$ cat src/rtl/calc_pkg.sv
// Shared types and helpers for the sequential calculator: op codes, FSM states,
// magnitude and conditional-negate functions.
package calc_pkg;

    typedef enum logic [1:0] {
        OP_ADD = 2'b00,
        OP_SUB = 2'b01,
        OP_MUL = 2'b10,
        OP_DIV = 2'b11
    } calc_op_t;

    typedef enum logic [1:0] {
        ST_IDLE = 2'b00,
        ST_MUL  = 2'b01,
        ST_DIV  = 2'b10,
        ST_DONE = 2'b11
    } calc_state_t;

    // |x| for a sign-extended 32-bit value; the most negative value maps to 2^31 unsigned.
    function automatic logic [31:0] mag32(input logic [31:0] x);
        return x[31] ? 32'(-x) : x;
    endfunction

    function automatic logic [63:0] cond_neg64(input logic [63:0] x, input logic neg);
        return neg ? 64'(-x) : x;
    endfunction

endpackage

$ cat src/rtl/seq_calc_if.sv
// Operand/result handshake bundle for seq_calc; the rem signal exists only when
// CALC_REM_EN is defined.
interface seq_calc_if #(
    parameter int unsigned W  = 5,
    parameter int unsigned RW = 2 * W
);
    logic          in_valid;
    logic          in_ready;
    logic [W-1:0]  a;
    logic [W-1:0]  b;
    logic [1:0]    op;
    logic          out_valid;
    logic          out_ready;
    logic [RW-1:0] result;
    logic          dbz;
    logic          busy;
`ifdef CALC_REM_EN
    logic [W-1:0]  rem;
`endif

    modport master (
        output in_valid, a, b, op, out_ready,
        input  in_ready, out_valid, result, dbz, busy
`ifdef CALC_REM_EN
        , input rem
`endif
    );

    modport slave (
        input  in_valid, a, b, op, out_ready,
        output in_ready, out_valid, result, dbz, busy
`ifdef CALC_REM_EN
        , output rem
`endif
    );

endinterface

$ cat src/rtl/calc_div_iter.sv
// W-step restoring divider on unsigned magnitudes; one quotient bit per cycle.
// done_c/quo_c/rem_c are combinational and valid on the final step's cycle.
module calc_div_iter #(
    parameter int unsigned W = 5
) (
    input  logic         clk,
    input  logic         rst_n,
    input  logic         start_i,
    input  logic [W-1:0] dividend_i,
    input  logic [W-1:0] divisor_i,
    output logic         done_c,
    output logic [W-1:0] quo_c,
    output logic [W-1:0] rem_c
);
    localparam int unsigned CW = (W > 1) ? $clog2(W) : 1;

    logic          busy_q;
    logic [CW-1:0] cnt_q;
    logic [W-1:0]  quo_q;
    logic [W-1:0]  part_q;
    logic [W-1:0]  dvs_q;

    logic [W:0]    shifted;
    logic          ge;

    // One restoring step: shift in the next dividend bit, subtract if it fits.
    always_comb begin
        shifted = {part_q, quo_q[W-1]};
        ge      = shifted >= {1'b0, dvs_q};
        rem_c   = ge ? W'(shifted - {1'b0, dvs_q}) : W'(shifted);
        quo_c   = {quo_q[W-2:0], ge};
        done_c  = busy_q && (cnt_q == CW'(W - 1));
    end

    always_ff @(posedge clk or negedge rst_n) begin
        if (!rst_n) begin
            busy_q <= 1'b0;
            cnt_q  <= '0;
            quo_q  <= '0;
            part_q <= '0;
            dvs_q  <= '0;
        end else if (start_i) begin
            busy_q <= 1'b1;
            cnt_q  <= '0;
            quo_q  <= dividend_i;
            part_q <= '0;
            dvs_q  <= divisor_i;
        end else if (busy_q) begin
            quo_q  <= quo_c;
            part_q <= rem_c;
            cnt_q  <= cnt_q + CW'(1);
            if (done_c) busy_q <= 1'b0;
        end
    end

endmodule

$ cat src/rtl/seq_calc.sv
// Sequential signed calculator: single-cycle ADD/SUB, W-cycle shift-add MUL and
// restoring DIV over a valid/ready handshake. Define CALC_REM_EN for the rem output.
module seq_calc
    import calc_pkg::*;
#(
    parameter int unsigned W  = 5,
    parameter int unsigned RW = 2 * W
) (
    input  logic      clk,
    input  logic      rst_n,
    seq_calc_if.slave bus_io
);
    localparam int unsigned CW = (W > 1) ? $clog2(W) : 1;

    calc_state_t   state_q, state_d;
    logic          out_valid_q, out_valid_d;
    logic          in_ready_q, in_ready_d;
    logic          busy_q, busy_d;

    logic [CW-1:0] cnt_q, cnt_d;
    logic          neg_q, neg_d;
    logic          rem_neg_q, rem_neg_d;
    logic [RW-1:0] mcand_q, mcand_d;
    logic [W-1:0]  mplier_q, mplier_d;
    logic [RW-1:0] acc_q, acc_d;
    logic [RW-1:0] result_q, result_d;
    logic          dbz_q, dbz_d;
    logic [W-1:0]  rem_q, rem_d;

    logic          accept_c;
    calc_op_t      op_c;
    logic          b_zero_c;
    logic          mul_last_c;
    logic [W-1:0]  mag_a_c, mag_b_c;
    logic [RW-1:0] acc_step_c;
    logic          div_start_c, div_done_c;
    logic [W-1:0]  div_quo_c, div_rem_c;

    assign accept_c    = bus_io.in_valid && in_ready_q;
    assign op_c        = calc_op_t'(bus_io.op);
    assign b_zero_c    = (bus_io.b == '0);
    assign mul_last_c  = (cnt_q == CW'(W - 1));
    assign mag_a_c     = W'(mag32(32'(signed'(bus_io.a))));
    assign mag_b_c     = W'(mag32(32'(signed'(bus_io.b))));
    assign acc_step_c  = mplier_q[0] ? acc_q + mcand_q : acc_q;
    assign div_start_c = accept_c && (op_c == OP_DIV) && !b_zero_c;

    calc_div_iter #(.W(W)) u_div (
        .clk        (clk),
        .rst_n      (rst_n),
        .start_i    (div_start_c),
        .dividend_i (mag_a_c),
        .divisor_i  (mag_b_c),
        .done_c     (div_done_c),
        .quo_c      (div_quo_c),
        .rem_c      (div_rem_c)
    );

    always_ff @(posedge clk or negedge rst_n) begin
        if (!rst_n) begin
            state_q     <= ST_IDLE;
            out_valid_q <= 1'b0;
            in_ready_q  <= 1'b1;
            busy_q      <= 1'b0;
        end else begin
            state_q     <= state_d;
            out_valid_q <= out_valid_d;
            in_ready_q  <= in_ready_d;
            busy_q      <= busy_d;
        end
    end

    always_comb begin
        state_d = state_q;
        unique case (state_q)
            ST_IDLE: begin
                if (accept_c) begin
                    unique case (op_c)
                        OP_MUL:  state_d = ST_MUL;
                        OP_DIV:  state_d = b_zero_c ? ST_DONE : ST_DIV;
                        default: state_d = ST_DONE;
                    endcase
                end
            end
            ST_MUL:  if (mul_last_c) state_d = ST_DONE;
            ST_DIV:  if (div_done_c) state_d = ST_DONE;
            ST_DONE: if (bus_io.out_ready) state_d = ST_IDLE;
            default: state_d = ST_IDLE;
        endcase
    end

    // Handshake flags are registered from the next state so they line up with it.
    always_comb begin
        out_valid_d = (state_d == ST_DONE);
        in_ready_d  = (state_d == ST_IDLE);
        busy_d      = (state_d == ST_MUL) || (state_d == ST_DIV);
    end

    always_comb begin
        cnt_d     = cnt_q;
        neg_d     = neg_q;
        rem_neg_d = rem_neg_q;
        mcand_d   = mcand_q;
        mplier_d  = mplier_q;
        acc_d     = acc_q;
        result_d  = result_q;
        dbz_d     = dbz_q;
        rem_d     = rem_q;
        unique case (state_q)
            ST_IDLE: begin
                if (accept_c) begin
                    cnt_d     = '0;
                    neg_d     = bus_io.a[W-1] ^ bus_io.b[W-1];
                    rem_neg_d = bus_io.a[W-1];
                    mcand_d   = RW'(mag_a_c);
                    mplier_d  = mag_b_c;
                    acc_d     = '0;
                    dbz_d     = 1'b0;
                    rem_d     = '0;
                    unique case (op_c)
                        OP_ADD: result_d = {{(RW-W){bus_io.a[W-1]}}, bus_io.a}
                                         + {{(RW-W){bus_io.b[W-1]}}, bus_io.b};
                        OP_SUB: result_d = {{(RW-W){bus_io.a[W-1]}}, bus_io.a}
                                         - {{(RW-W){bus_io.b[W-1]}}, bus_io.b};
                        OP_DIV: begin
                            if (b_zero_c) begin
                                result_d = '0;
                                dbz_d    = 1'b1;
                            end
                        end
                        default: ;
                    endcase
                end
            end
            ST_MUL: begin
                acc_d    = acc_step_c;
                mcand_d  = mcand_q << 1;
                mplier_d = mplier_q >> 1;
                cnt_d    = cnt_q + CW'(1);
                if (mul_last_c) result_d = RW'(cond_neg64(64'(acc_step_c), neg_q));
            end
            ST_DIV: begin
                if (div_done_c) begin
                    result_d = RW'(cond_neg64(64'(div_quo_c), neg_q));
                    rem_d    = W'(cond_neg64(64'(div_rem_c), rem_neg_q));
                end
            end
            default: ;
        endcase
    end

    always_ff @(posedge clk or negedge rst_n) begin
        if (!rst_n) begin
            cnt_q     <= '0;
            neg_q     <= 1'b0;
            rem_neg_q <= 1'b0;
            mcand_q   <= '0;
            mplier_q  <= '0;
            acc_q     <= '0;
            result_q  <= '0;
            dbz_q     <= 1'b0;
            rem_q     <= '0;
        end else begin
            cnt_q     <= cnt_d;
            neg_q     <= neg_d;
            rem_neg_q <= rem_neg_d;
            mcand_q   <= mcand_d;
            mplier_q  <= mplier_d;
            acc_q     <= acc_d;
            result_q  <= result_d;
            dbz_q     <= dbz_d;
            rem_q     <= rem_d;
        end
    end

    assign bus_io.in_ready  = in_ready_q;
    assign bus_io.out_valid = out_valid_q;
    assign bus_io.result    = result_q;
    assign bus_io.dbz       = dbz_q;
    assign bus_io.busy      = busy_q;
`ifdef CALC_REM_EN
    assign bus_io.rem       = rem_q;
`else
    // Remainder path is kept internally but has no port in this build.
    logic unused_rem;
    assign unused_rem = ^rem_q;
`endif

endmodule

$ cat src/flat_wrapper.sv
// flat-port wrapper written by rule: the top's interface ports become plain ports
module seq_calc_flat import calc_pkg::*;
#(
    parameter int unsigned W  = 5,
    parameter int unsigned RW = 2 * W
)
  (clk, rst_n, bus_io_in_valid, bus_io_a, bus_io_b, bus_io_op, bus_io_out_ready, bus_io_in_ready, bus_io_out_valid, bus_io_result, bus_io_dbz, bus_io_busy);
  seq_calc_if #(.W(W), .RW(RW)) bus_io_i ();
  input  logic clk;
  input  logic rst_n;
  input wire logic [$bits(bus_io_i.in_valid)-1:0] bus_io_in_valid;
  input wire logic [$bits(bus_io_i.a)-1:0] bus_io_a;
  input wire logic [$bits(bus_io_i.b)-1:0] bus_io_b;
  input wire logic [$bits(bus_io_i.op)-1:0] bus_io_op;
  input wire logic [$bits(bus_io_i.out_ready)-1:0] bus_io_out_ready;
  output wire logic [$bits(bus_io_i.in_ready)-1:0] bus_io_in_ready;
  output wire logic [$bits(bus_io_i.out_valid)-1:0] bus_io_out_valid;
  output wire logic [$bits(bus_io_i.result)-1:0] bus_io_result;
  output wire logic [$bits(bus_io_i.dbz)-1:0] bus_io_dbz;
  output wire logic [$bits(bus_io_i.busy)-1:0] bus_io_busy;
  assign bus_io_i.in_valid = bus_io_in_valid;
  assign bus_io_i.a = bus_io_a;
  assign bus_io_i.b = bus_io_b;
  assign bus_io_i.op = bus_io_op;
  assign bus_io_i.out_ready = bus_io_out_ready;
  assign bus_io_in_ready = bus_io_i.in_ready;
  assign bus_io_out_valid = bus_io_i.out_valid;
  assign bus_io_result = bus_io_i.result;
  assign bus_io_dbz = bus_io_i.dbz;
  assign bus_io_busy = bus_io_i.busy;
  seq_calc #(.W(W), .RW(RW)) u_core (.clk(clk), .rst_n(rst_n), .bus_io(bus_io_i));
endmodule
$ cat config.mk
export PLATFORM = sky130hd
export DESIGN_NAME = seq_calc_flat
export DESIGN_NICKNAME = d
export VERILOG_FILES = /design/src/rtl/calc_pkg.sv /design/src/rtl/seq_calc_if.sv /design/src/rtl/calc_div_iter.sv /design/src/rtl/seq_calc.sv /design/src/flat_wrapper.sv
export SDC_FILE = /design/constraint.sdc
export NUM_CORES = 1
export LEC_CHECK = 0
export CAP_MARGIN = 25
export CORE_ASPECT_RATIO = 2
export CORE_MARGIN = 5
export CORE_UTILIZATION = 55
export DETAILED_ROUTE_END_ITERATION = 10
export PLACE_DENSITY = 0.84
export SLEW_MARGIN = 20
export SYNTH_ARGS = -nofsm -noshare
export SYNTH_HDL_FRONTEND = slang
export SYNTH_SLANG_ARGS = --single-unit
$ cat constraint.sdc
create_clock -name clk -period 5.85 [get_ports clk]
set_clock_uncertainty 0.2 [all_clocks]
set_input_delay 1.17 -clock clk [delete_from_list [all_inputs] [get_ports clk]]
set_output_delay 1.17 -clock clk [all_outputs]
set_load 0.005 [all_outputs]
# Word-level counts from Yosys, hierarchy flattened
# Cells that the tools add are included.
dict set report word_totals {
  ff_bits 64
  in_bits 16
  output_inout_bits 14
  wordCells 98
}
dict set report op_classes {
  n_addsub 10
  n_lt_le_gt_ge 1
  eq_ne 16
  n_mux 38
  bitwise_logic 1
  reduce_logical 16
}
# cell count
set ops {}
lappend ops {{$mux 10} 9}
lappend ops {{$pmux 10 s3} 2}
lappend ops {{$mux 5} 8}
lappend ops {{$pmux 10 s2} 2}
lappend ops {{$eq 2x2->1 const B} 6}
lappend ops {{$add 10x10->10} 1}
lappend ops {{$neg 10->10} 1}
lappend ops {{$neg 5->10} 1}
lappend ops {{$neg 5->5} 2}
lappend ops {{$pmux 5 s2} 1}
lappend ops {{$mux 3} 3}
lappend ops {{$mux 2} 4}
lappend ops {{$pmux 2 s4} 1}
lappend ops {{$add 3x1->3 const B} 2}
lappend ops {{$add 5x5->6} 1}
lappend ops {{$eq 2x1->1 const B} 3}
lappend ops {{$eq 3x3->1 const B} 2}
lappend ops {{$ge 6x5->1} 1}
lappend ops {{$logic_not 2->1} 3}
lappend ops {{$mux 1} 6}
lappend ops {{$ne 2x1->1 const B} 3}
lappend ops {{$pmux 3 s2} 1}
lappend ops {{$reduce_and 6->1} 1}
lappend ops {{$sub 5x5->6} 1}
lappend ops {{12 further kinds} 17}

# Longest topological paths before layout
dict set report depth {
  depth_word 7
  mapped_depth 15
  mapped_depth_nobuf 14
}

# By module
# From an unflattened synthesis, not the netlist that was laid out.
dict set report hier_totals {
  hier_cells 531
  hier_area_um2 4748.3
}
# module instances cells_each area_each_um2
set by_module_without_submodules {}
lappend by_module_without_submodules {seq_calc 1 409 3565.9}
lappend by_module_without_submodules {calc_div_iter 1 122 1182.4}

# Worst setup path before layout
# OpenSTA, ideal clock, no wires.
dict set report synth_path {
  kind {input to register}
  from {in bus_io_op[1]}
  to {reg u_core.result_q[7] (netlist: u_core.bus_io.result[7])}
  setup_time_ns 0.160
  arrival_time_ns 3.571
  path_slack_ns 1.919
  stages 13
  path_buffers 1
  cell_sequence {inv_1 -> ha_1 -> clkbuf_1 -> mux2i_1 -> ha_1 -> nor2b_1 -> o21ai_0 -> a21boi_0 -> o21ai_0 -> a21oi_1 -> a311oi_1 -> and2_1 -> a311oi_1}
}
dict set report synth_via {
  elab_chain_len 4
  elab_cells_between_ends 9
  cone_classes {4 x eq/ne; 3 x mux; 2 x reduce/logical}
}
# item line_no
set synth_lines {}
lappend synth_lines {{from (decl)} flat_wrapper.sv:14} ;# input wire logic [$bits(bus_io_i.op)-1:0] bus_io_op;
lappend synth_lines {{$eq 2x2->1, or another cell as far along} seq_calc.sv:120} ;# unique case (op_c)
lappend synth_lines {{$pmux 10 s3} seq_calc.sv:120}
lappend synth_lines {{$mux 10} seq_calc.sv:111} ;# if (accept_c) begin
lappend synth_lines {{$pmux 10 s3} seq_calc.sv:109} ;# unique case (state_q)
lappend synth_lines {{to (signal assigned)} seq_calc.sv:170} ;# result_q <= result_d;
lappend synth_lines {{to (decl)} seq_calc.sv:26} ;# logic [RW-1:0] result_q, result_d;
# Parallel ways exist; a longest one is shown, timed or not. The select of a mux whose other input is x is not followed.
# A chain may end at the register's enable or synchronous reset.

# Worst setup path after layout
dict set report layout_path {
  from {in bus_io_b[0]}
  to {reg u_core.result_q[7] (netlist: u_core.bus_io.result[7])}
}
dict set report layout_via {
  elab_chain_len 4
  elab_cells_between_ends 8
  cone_classes {2 x add/sub; 1 x eq/ne; 3 x mux; 2 x reduce/logical}
}
# item line_no
set layout_lines {}
lappend layout_lines {{from (decl)} flat_wrapper.sv:13} ;# input wire logic [$bits(bus_io_i.b)-1:0] bus_io_b;
lappend layout_lines {{$sub 5x5->6 or $add 5x5->6 (tied branches)} {seq_calc.sv:124, seq_calc.sv:122}}
lappend layout_lines {{$pmux 10 s3} seq_calc.sv:120}
lappend layout_lines {{$mux 10} seq_calc.sv:111}
lappend layout_lines {{$pmux 10 s3} seq_calc.sv:109}
# Parallel ways exist; a longest one is shown, timed or not. The select of a mux whose other input is x is not followed.

==> flow_metrics.py <==
metrics = {
    "worst_hold_path": {
        "holdPathStages": 2,
        "min_from": "u_core.bus_io.dbz",
        "min_path_type": "flop to flop",
        "min_to": "u_core.bus_io.dbz",
    },
    "placement": {
        "dp_slack_ns": 1.09,
        "port-buffer-count": 29,
        "routabilityCongestion": 0.955,
        "place_area_um2": 4900,
        "dp_hpwl_um": 8860,
    },
    "timing": {
        "hold_violations": 0,
        "finalSetupViolations": 0,
        "tns_ns": 0,
        "rsz0062_at_grt": "false",
        "worst_pin_slew_ns": 0.848,
        "max_freq_mhz": 222,
        "timing.final.ws_setup_ns": 1.36,
        "slew-limit-headroom": 0.435,
        "min_period_ns": 4.49,
        "report.final.slew_viol_count": 0,
        "fin_crit_sh": 0.768,
    },
    "clocking": {
        "post_cts_buffers": 0,
        "cts_tree": "done",
        "cts-htree-levels": 3,
        "clk_pin_slew_ns": 0.05,
        "holdBufCountCts": 0,
        "clk_latency_ns": 0.33,
        "clock-sinks": 64,
        "cts_resized": 0,
        "cts_buffer_depth": 2,
        "cts-root-buf": "clkbuf_16",
        "cts_made_buffers": 9,
    },
    "synthesis": {
        "synth-seq-cells": 64,
        "synthCells": 527,
        "yosysUniqueCellTypes": 68,
        "yosysTopAreaCell": "dfrtp_1",
        "yosysTopAreaCellShare": 0.346,
        "synth.avg_cell_area_um2": 8.65,
        "ys_warn_count": 0,
        "synth_edf_count": 0,
        "synth.area.top_cells": "dfrtp_1, ha_1, nand2_1",
        "synth-async-reset-ratio": 1.00,
        "ys_seq_area_frac": 0.352,
        "ys.flop_type": "dfrtp_1",
        "syn_nets": 586,
        "synth_area_um2": 4560,
    },
    "drt": {
        "dr_total_vias": 4041,
        "final_antenna_net_count": 0,
        "drc": 0,
        "viasPerCell": 6.23,
        "dr_wl_met2_um": 6280,
        "wirelength_met1_um": 4030,
        "routed-wl-met3_um": 399,
        "highest_layer": "met4",
        "route.detailed.wl_per_inst_um": 18.1,
        "firstDrtPassIters": 5,
        "drt-initial-drc-count": 441,
        "routed_wirelength_um": 11700,
    },
    "global_routing": {
        "antenna_found_initial": 0,
        "grt_pass1_vias": 4147,
        "overflow": 0,
        "grt_pass1_wl_um": 19600,
        "grt.total_usage": 0.244,
        "grt_max_degree": 65,
    },
    "critical_path": {
        "cp-end-kind": "flop",
        "worst_r2r_path_depth": 15,
        "startpoint": "bus_io_b[0]",
        "worstPathArrival_ns": 4.46,
        "worstReg2RegEnd": "u_core.bus_io.result[4]",
        "critPathMaxFanout": 6,
        "path_class": "input port to flop",
        "cp-start-kind": "input port",
        "r2r_slack_ns": 2.46,
        "critPathRequiredTime_ns": 5.81,
        "r2r-start": "u_core.u_div.quo_q[4]",
    },
    "floorplan": {
        "std_cell_rows": 47,
        "core_area_um2": 8170,
        "start_util": 0.557,
        "die_w_um": 74.4,
        "dieArea_um2": 10300,
        "fp.dieH_um": 139,
        "io_pins": 30,
    },
    "outcome": {
        "outcome": "finished clean",
    },
    "power_and_ir_drop": {
        "p_switching_mw": 1.54,
        "powerDensity_nw_per_um2": 644,
        "seqPwrFrac": 0.256,
        "power.share.combinational": 0.585,
        "vdd_drop_max_v": 0.000358,
        "power_leakage_nw": 2.34,
        "p_int_mw": 1.80,
        "p_clk_frac": 0.159,
        "switching_share": 0.461,
    },
    "finish": {
        "fillerInstances": 677,
        "antenna_cells": 0,
        "drive_above_1_share": 0.0635,
        "register_area_um2": 1600,
        "mostFrequentLayoutCells": "nand2_1, dfrtp_1, o21ai_0, a21oi_1, ha_1",
        "syn2layout_area_growth_pct": 14.0,
        "finish.net_count": 607,
        "multi_input_area_um2": 2720,
        "final_area_um2": 5200,
    },
    "run": {
        "drv_cap": 0,
    },
}
## area by class of cell
cell class	count	share of cell area
multi-input combinational	403	0.524
sequential	64	0.308
tap	98	0.0236
clock inverter	3	0.00819
clock buffer	11	0.0486
inverter	37	0.0267
timing repair buffer	33	0.0607
## metrics by stage
stage	util	hold slack (ns)	instances	power [mW]
after floorplan	-	0.254	527	2.24
after global placement	0.600	0.268	635	2.69
after detailed placement	0.600	0.280	635	2.78
after CTS	0.636	0.284	649	3.34
after global routing	0.636	0.321	649	3.62
final	0.636	0.285	649	3.35
## worst max path at each step
stage / slack [ns] / cells after the start / endpoint
global route: 0.98 / 13 / u_core.bus_io.result[7]
finish: 1.36 / 13 / u_core.bus_io.result[7]
detailed placement: 1.09 / 13 / u_core.bus_io.result[7]
floorplan: 1.92 / 13 / u_core.bus_io.result[7]
CTS: 1.38 / 13 / u_core.bus_io.result[7]
global placement: 1.26 / 13 / u_core.bus_io.result[7]
## state kept, by name, indices dropped and copies added, names as in the netlist
name                     count
u_core.bus_io.busy           1
u_core.cnt_q                 3
u_core.u_div.quo_q           5
u_core.bus_io.out_valid      1
u_core.bus_io.dbz            1
u_core.u_div.part_q          5
u_core.mcand_q              10
u_core.mplier_q              5
u_core.u_div.busy_q          1
u_core.acc_q                10
u_core.u_div.cnt_q           3
u_core.bus_io.result        10
u_core.u_div.dvs_q           5
u_core.bus_io.in_ready       1
u_core.state_q               2
u_core.neg_q                 1
## critical path: stages
cell	delay, ns
clkdlybuf4s50_1	0.58
inv_1	0.10
ha_1	0.32
mux2i_1	0.24
ha_1	0.29
nor2b_1	0.12
o21ai_0	0.20
a21boi_0	0.16
o21ai_0	0.25
a21oi_1	0.11
a311oi_1	0.56
and2_1	0.28
a311oi_1	0.08
## routing by layer
layer,GRT usage,vias to the layer above
met5,0,-
met4,0.189,0
met3,0.0435,57
met2,0.417,122
met1,0.249,1954
li1,-,1908
## cell families (layout without fill, tap and decap cells)
group,Yosys count,in the layout,synth area share
AND/OR/NAND/NOR,174,174,0.187
AO/OA/AOI/OAI,146,146,0.205
flip-flops,64,64,0.352
buffers and inverters,60,84,0.0522
adder cells (fa/ha/maj),43,43,0.123
XOR/XNOR,25,25,0.0481
multiplexers,15,15,0.0332
## power by group through the flow
stage          Sequential [mW]  Combinational [mW]  Clock, mW
2_1_floorplan            0.778                1.46          0
3_3_place_gp             0.842                1.85          0
3_5_place_dp             0.856                1.93          0
4_1_cts                  0.850                1.95      0.538
5_1_grt                  0.880                2.18      0.557
6_report                 0.856                1.96      0.532
## Yosys cell counts, types with 2 or more instances
| library cell | number |
|---|---|
| nor3b_1 | 2 |
| a21o_1 | 2 |
| o2111a_1 | 2 |
| clkbuf_1 | 19 |
| o2bb2ai_1 | 2 |
| o21a_1 | 3 |
| and3_1 | 5 |
| nand3_1 | 16 |
| inv_1 | 36 |
| and2_1 | 5 |
| xnor2_1 | 13 |
| nand2_1 | 63 |
| a21oi_1 | 40 |
| a22o_1 | 2 |
| nand3b_1 | 3 |
| nor2b_1 | 8 |
| fa_1 | 3 |
| o22ai_1 | 10 |
| ha_1 | 40 |
| o31ai_1 | 5 |
| nand2b_1 | 4 |
| o211ai_1 | 3 |
| a221oi_1 | 3 |
| mux2i_1 | 14 |
| nor2_1 | 37 |
| a311oi_1 | 3 |
| nor3_2 | 2 |
| dfrtp_1 | 63 |
| or2_2 | 2 |
| nor3_1 | 15 |
| xor2_1 | 12 |
| a211oi_1 | 8 |
| o21ai_0 | 42 |
| a31oi_1 | 6 |
Power figures use the tool's default switching activity.
==> patch: new RTL, same settings <==
Make the reset (`rst_n`) synchronous in 3 clocked blocks.
--- a/src/rtl/calc_div_iter.sv
+++ b/src/rtl/calc_div_iter.sv
@@ -33,5 +33,5 @@
     end
 
-    always_ff @(posedge clk or negedge rst_n) begin
+    always_ff @(posedge clk) begin
         if (!rst_n) begin
             busy_q <= 1'b0;
--- a/src/rtl/seq_calc.sv
+++ b/src/rtl/seq_calc.sv
@@ -57,5 +57,5 @@
     );
 
-    always_ff @(posedge clk or negedge rst_n) begin
+    always_ff @(posedge clk) begin
         if (!rst_n) begin
             state_q     <= ST_IDLE;
@@ -150,5 +150,5 @@
     end
 
-    always_ff @(posedge clk or negedge rst_n) begin
+    always_ff @(posedge clk) begin
         if (!rst_n) begin
             cnt_q     <= '0;
Function: differs if rst_n is asserted again (counterexample within 4 cycles, from zero or initial values and one cycle with rst_n low); with rst_n held inactive, the same outputs for 10 cycles.
==> patch against the unedited design <==
Sequential cell count unchanged. Area after synthesis down 5.5%. Global-route usage up 2.7 points. Routed wire length up 5.5%. Cell area down 4.5%. Setup slack better by 0.065 ns. Critical path type unchanged. Largest cell class unchanged.
Power is not compared: it rests on default switching activity, and its combinational part moved more than twofold at a synthesized area within 25%.
==> patch: results (changes against the unedited design) <==
----------------------------------------------------
[Clocking]
  Buffers from clock root to sink, at most ... 2 (unchanged)
  Clock Pin Slew Worst Setup and Hold Paths ... approximately 0.060 ns
  Number of hold-repair buffers added at the cts stage ... 0 (unchanged)
  CTS-repair resized insts ... 0 (unchanged)
  Clock network latency to the later pin of the worst-skew pair ... 0.34 ns
  Number of levels in the clock H-tree ... 3 (unchanged)
  Clk root buf ... clkbuf_16
  CTS Buf Count ... 9 (unchanged)
  Number of setup buffers added after CTS ... 0 (unchanged)

[GRT]
  Vias in the first global route ... 4,345 (+4.8%)
  Global-route wire length before repair ... 20,700 um (+5.8%)
  Overall routing resource usage ... 27.1% (+2.7 points)
  Maximum number of pins on one net before global-route repair ... 45 (-31%)
  Antenna violations before repair ... 0 (unchanged)

[Synth]
  Synthesis warning total ... 0 (unchanged)
  Fraction of the yosys area taken by sequential cells ... 29.8% (-5.4 points)
  Cell types with the largest area share after synthesis ... dfxtp_1 (30%), ha_1 (10%), nor2_1 (6.5%)
  Distinct cell type count after synthesis ... 60 (-12%)
  Net count of the mapped netlist ... 603 (+2.9%)
  Most used flip-flop cell after synthesis ... dfxtp_1
  List of most frequent post-synthesis cells ... nor2_1 (74), dfxtp_1 (64), nand2_1 (54), a21oi_1 (39)
  Synth async-reset ratio ... 0% (-100 points)

[Status]
  Status ... finished clean

[Drt]
  Length of the first detailed-routing pass in iterations ... 5 (unchanged)
  Routed metal-1 wire length ... 4220 um (+4.8%)
  Number of vias per cell ... 6.30 (+1.1%)
  Highest metal used ... met4
  Number of DRC markers after the initial detailed-route iteration ... 330 (-25%)
  Met2 WL ... 6620 um (+5.4%)
  Routed wire length ... 12,400 um (+5.5%)
  Routed length on met3 ... 537 um (+35%)

[Final layout]
  NumNets Final ... 621 (+2.3%)
  Fraction of layout instances using a drive strength above 1 ... 5.44% (-0.91 points)
  Layout filler cell count ... 652 (-3.7%)
  Antenna diode count ... 0 (unchanged)

[Power and ir drop]
  Total leakage power ... slightly below 2 nW
  Worst ir drop on vdd ... 0.226 mV

[Min path]
  Type of the worst min-delay path ... flip-flop to flip-flop

[Critical path]
  Crit path max fanout ... 6 (unchanged)
  WP data arrival ... 4.52 ns (+0.06 ns)

[Placement]
  Hpwl dp ... 9250 um (+4.4%)
  Routability congestion estimate ... 0.980 (+2.7%)
  Count of port buffers added during placement ... 29 (unchanged)

[Timing]
  Relative max-transition margin ... 33.4% (-10 points)

----------------------------------------------------
[patch: cell count changes after synthesis, sizes merged, moves of 13 or more]
| cell | before | now |
|---|---|---|
| nor2 | 37 | 74 |
| a22oi | 1 | 14 |
| dfrtp | 63 | 0 |
| o21ai | 43 | 26 |
| dfxtp | 0 | 64 |
[patch: cell families (layout without fill, tap and decap cells)]
family          Yosys count  count (layout)  share of synthesized area [%]
compound gates          146             146                           23.8
xor+xnor                 25              25                           5.09
fa+ha+maj                39              39                           11.9
buf+inv                  63              85                           5.61
flops                    64              64                           29.8
mux                      15              15                           3.52
simple gates            196             196                           20.3
[patch: power by group]
part	leakage, nW	switching (mW)	internal (mW)
Combinational	1.29	0.492	0.313
Sequential	0.521	0.0886	0.514
Clock	0.159	0.190	0.393
Total	1.97	0.770	1.22
[patch: final timing paths]
kind / startpoint / to / slack [ns] / cells past startpoint
worst max register to register: u_core.u_div.quo_q[4]$_SDFFE_PN0P_ / u_core.bus_io.result[4]$_SDFFE_PN0P_ / 2.36 / 15
worst min-delay path: u_core.mplier_q[2]$_SDFFE_PN0P_ / u_core.mplier_q[2]$_SDFFE_PN0P_ / 0.25 / 2
worst max-delay path: bus_io_op[0] / u_core.bus_io.result[7]$_SDFFE_PN0P_ / 1.42 / 12
worst min register to register: u_core.mplier_q[2]$_SDFFE_PN0P_ / u_core.mplier_q[2]$_SDFFE_PN0P_ / 0.25 / 2
[patch: metrics by stage]
stage	setup slack, ns	cells	hold WS (ns)	power (mW)	instance area (um^2)
final	1.42	664	0.254	1.99	4960
after detailed placement	1.18	649	0.246	1.39	4640
after CTS	1.44	664	0.254	1.98	4960
after global routing	1.19	664	0.277	2.11	4960
after global placement	1.29	649	0.243	1.36	4640
after floorplan	2.20	548	0.232	1.13	4300
[patch: worst max-delay path: stages]
cell	delay, ns
clkdlybuf4s50_1	0.56
nor2b_1	0.49
mux2i_1	0.36
ha_1	0.29
nor2b_1	0.13
o21ai_0	0.18
a21boi_0	0.17
o21a_1	0.20
or3_1	0.34
a21oi_1	0.25
or2_1	0.19
o221a_2	0.20
[patch: metal layers]
metal  track usage (%)  vias to the layer above
met2              47.7                      156
met5                 0                        -
met3              5.96                       76
li1                  -                     1972
met4              21.7                        0
met1              26.0                     1976
[patch: area by class of cell]
type	instances	share of cell area (%)
Inverter	38	2.88
Tap cell	94	2.37
Clock buffer	12	5.17
Timing Repair Buffer	32	6.31
Clock inverter	3	1.31
Sequential cell	64	25.8
Multi-Input combinational cell	421	56.1
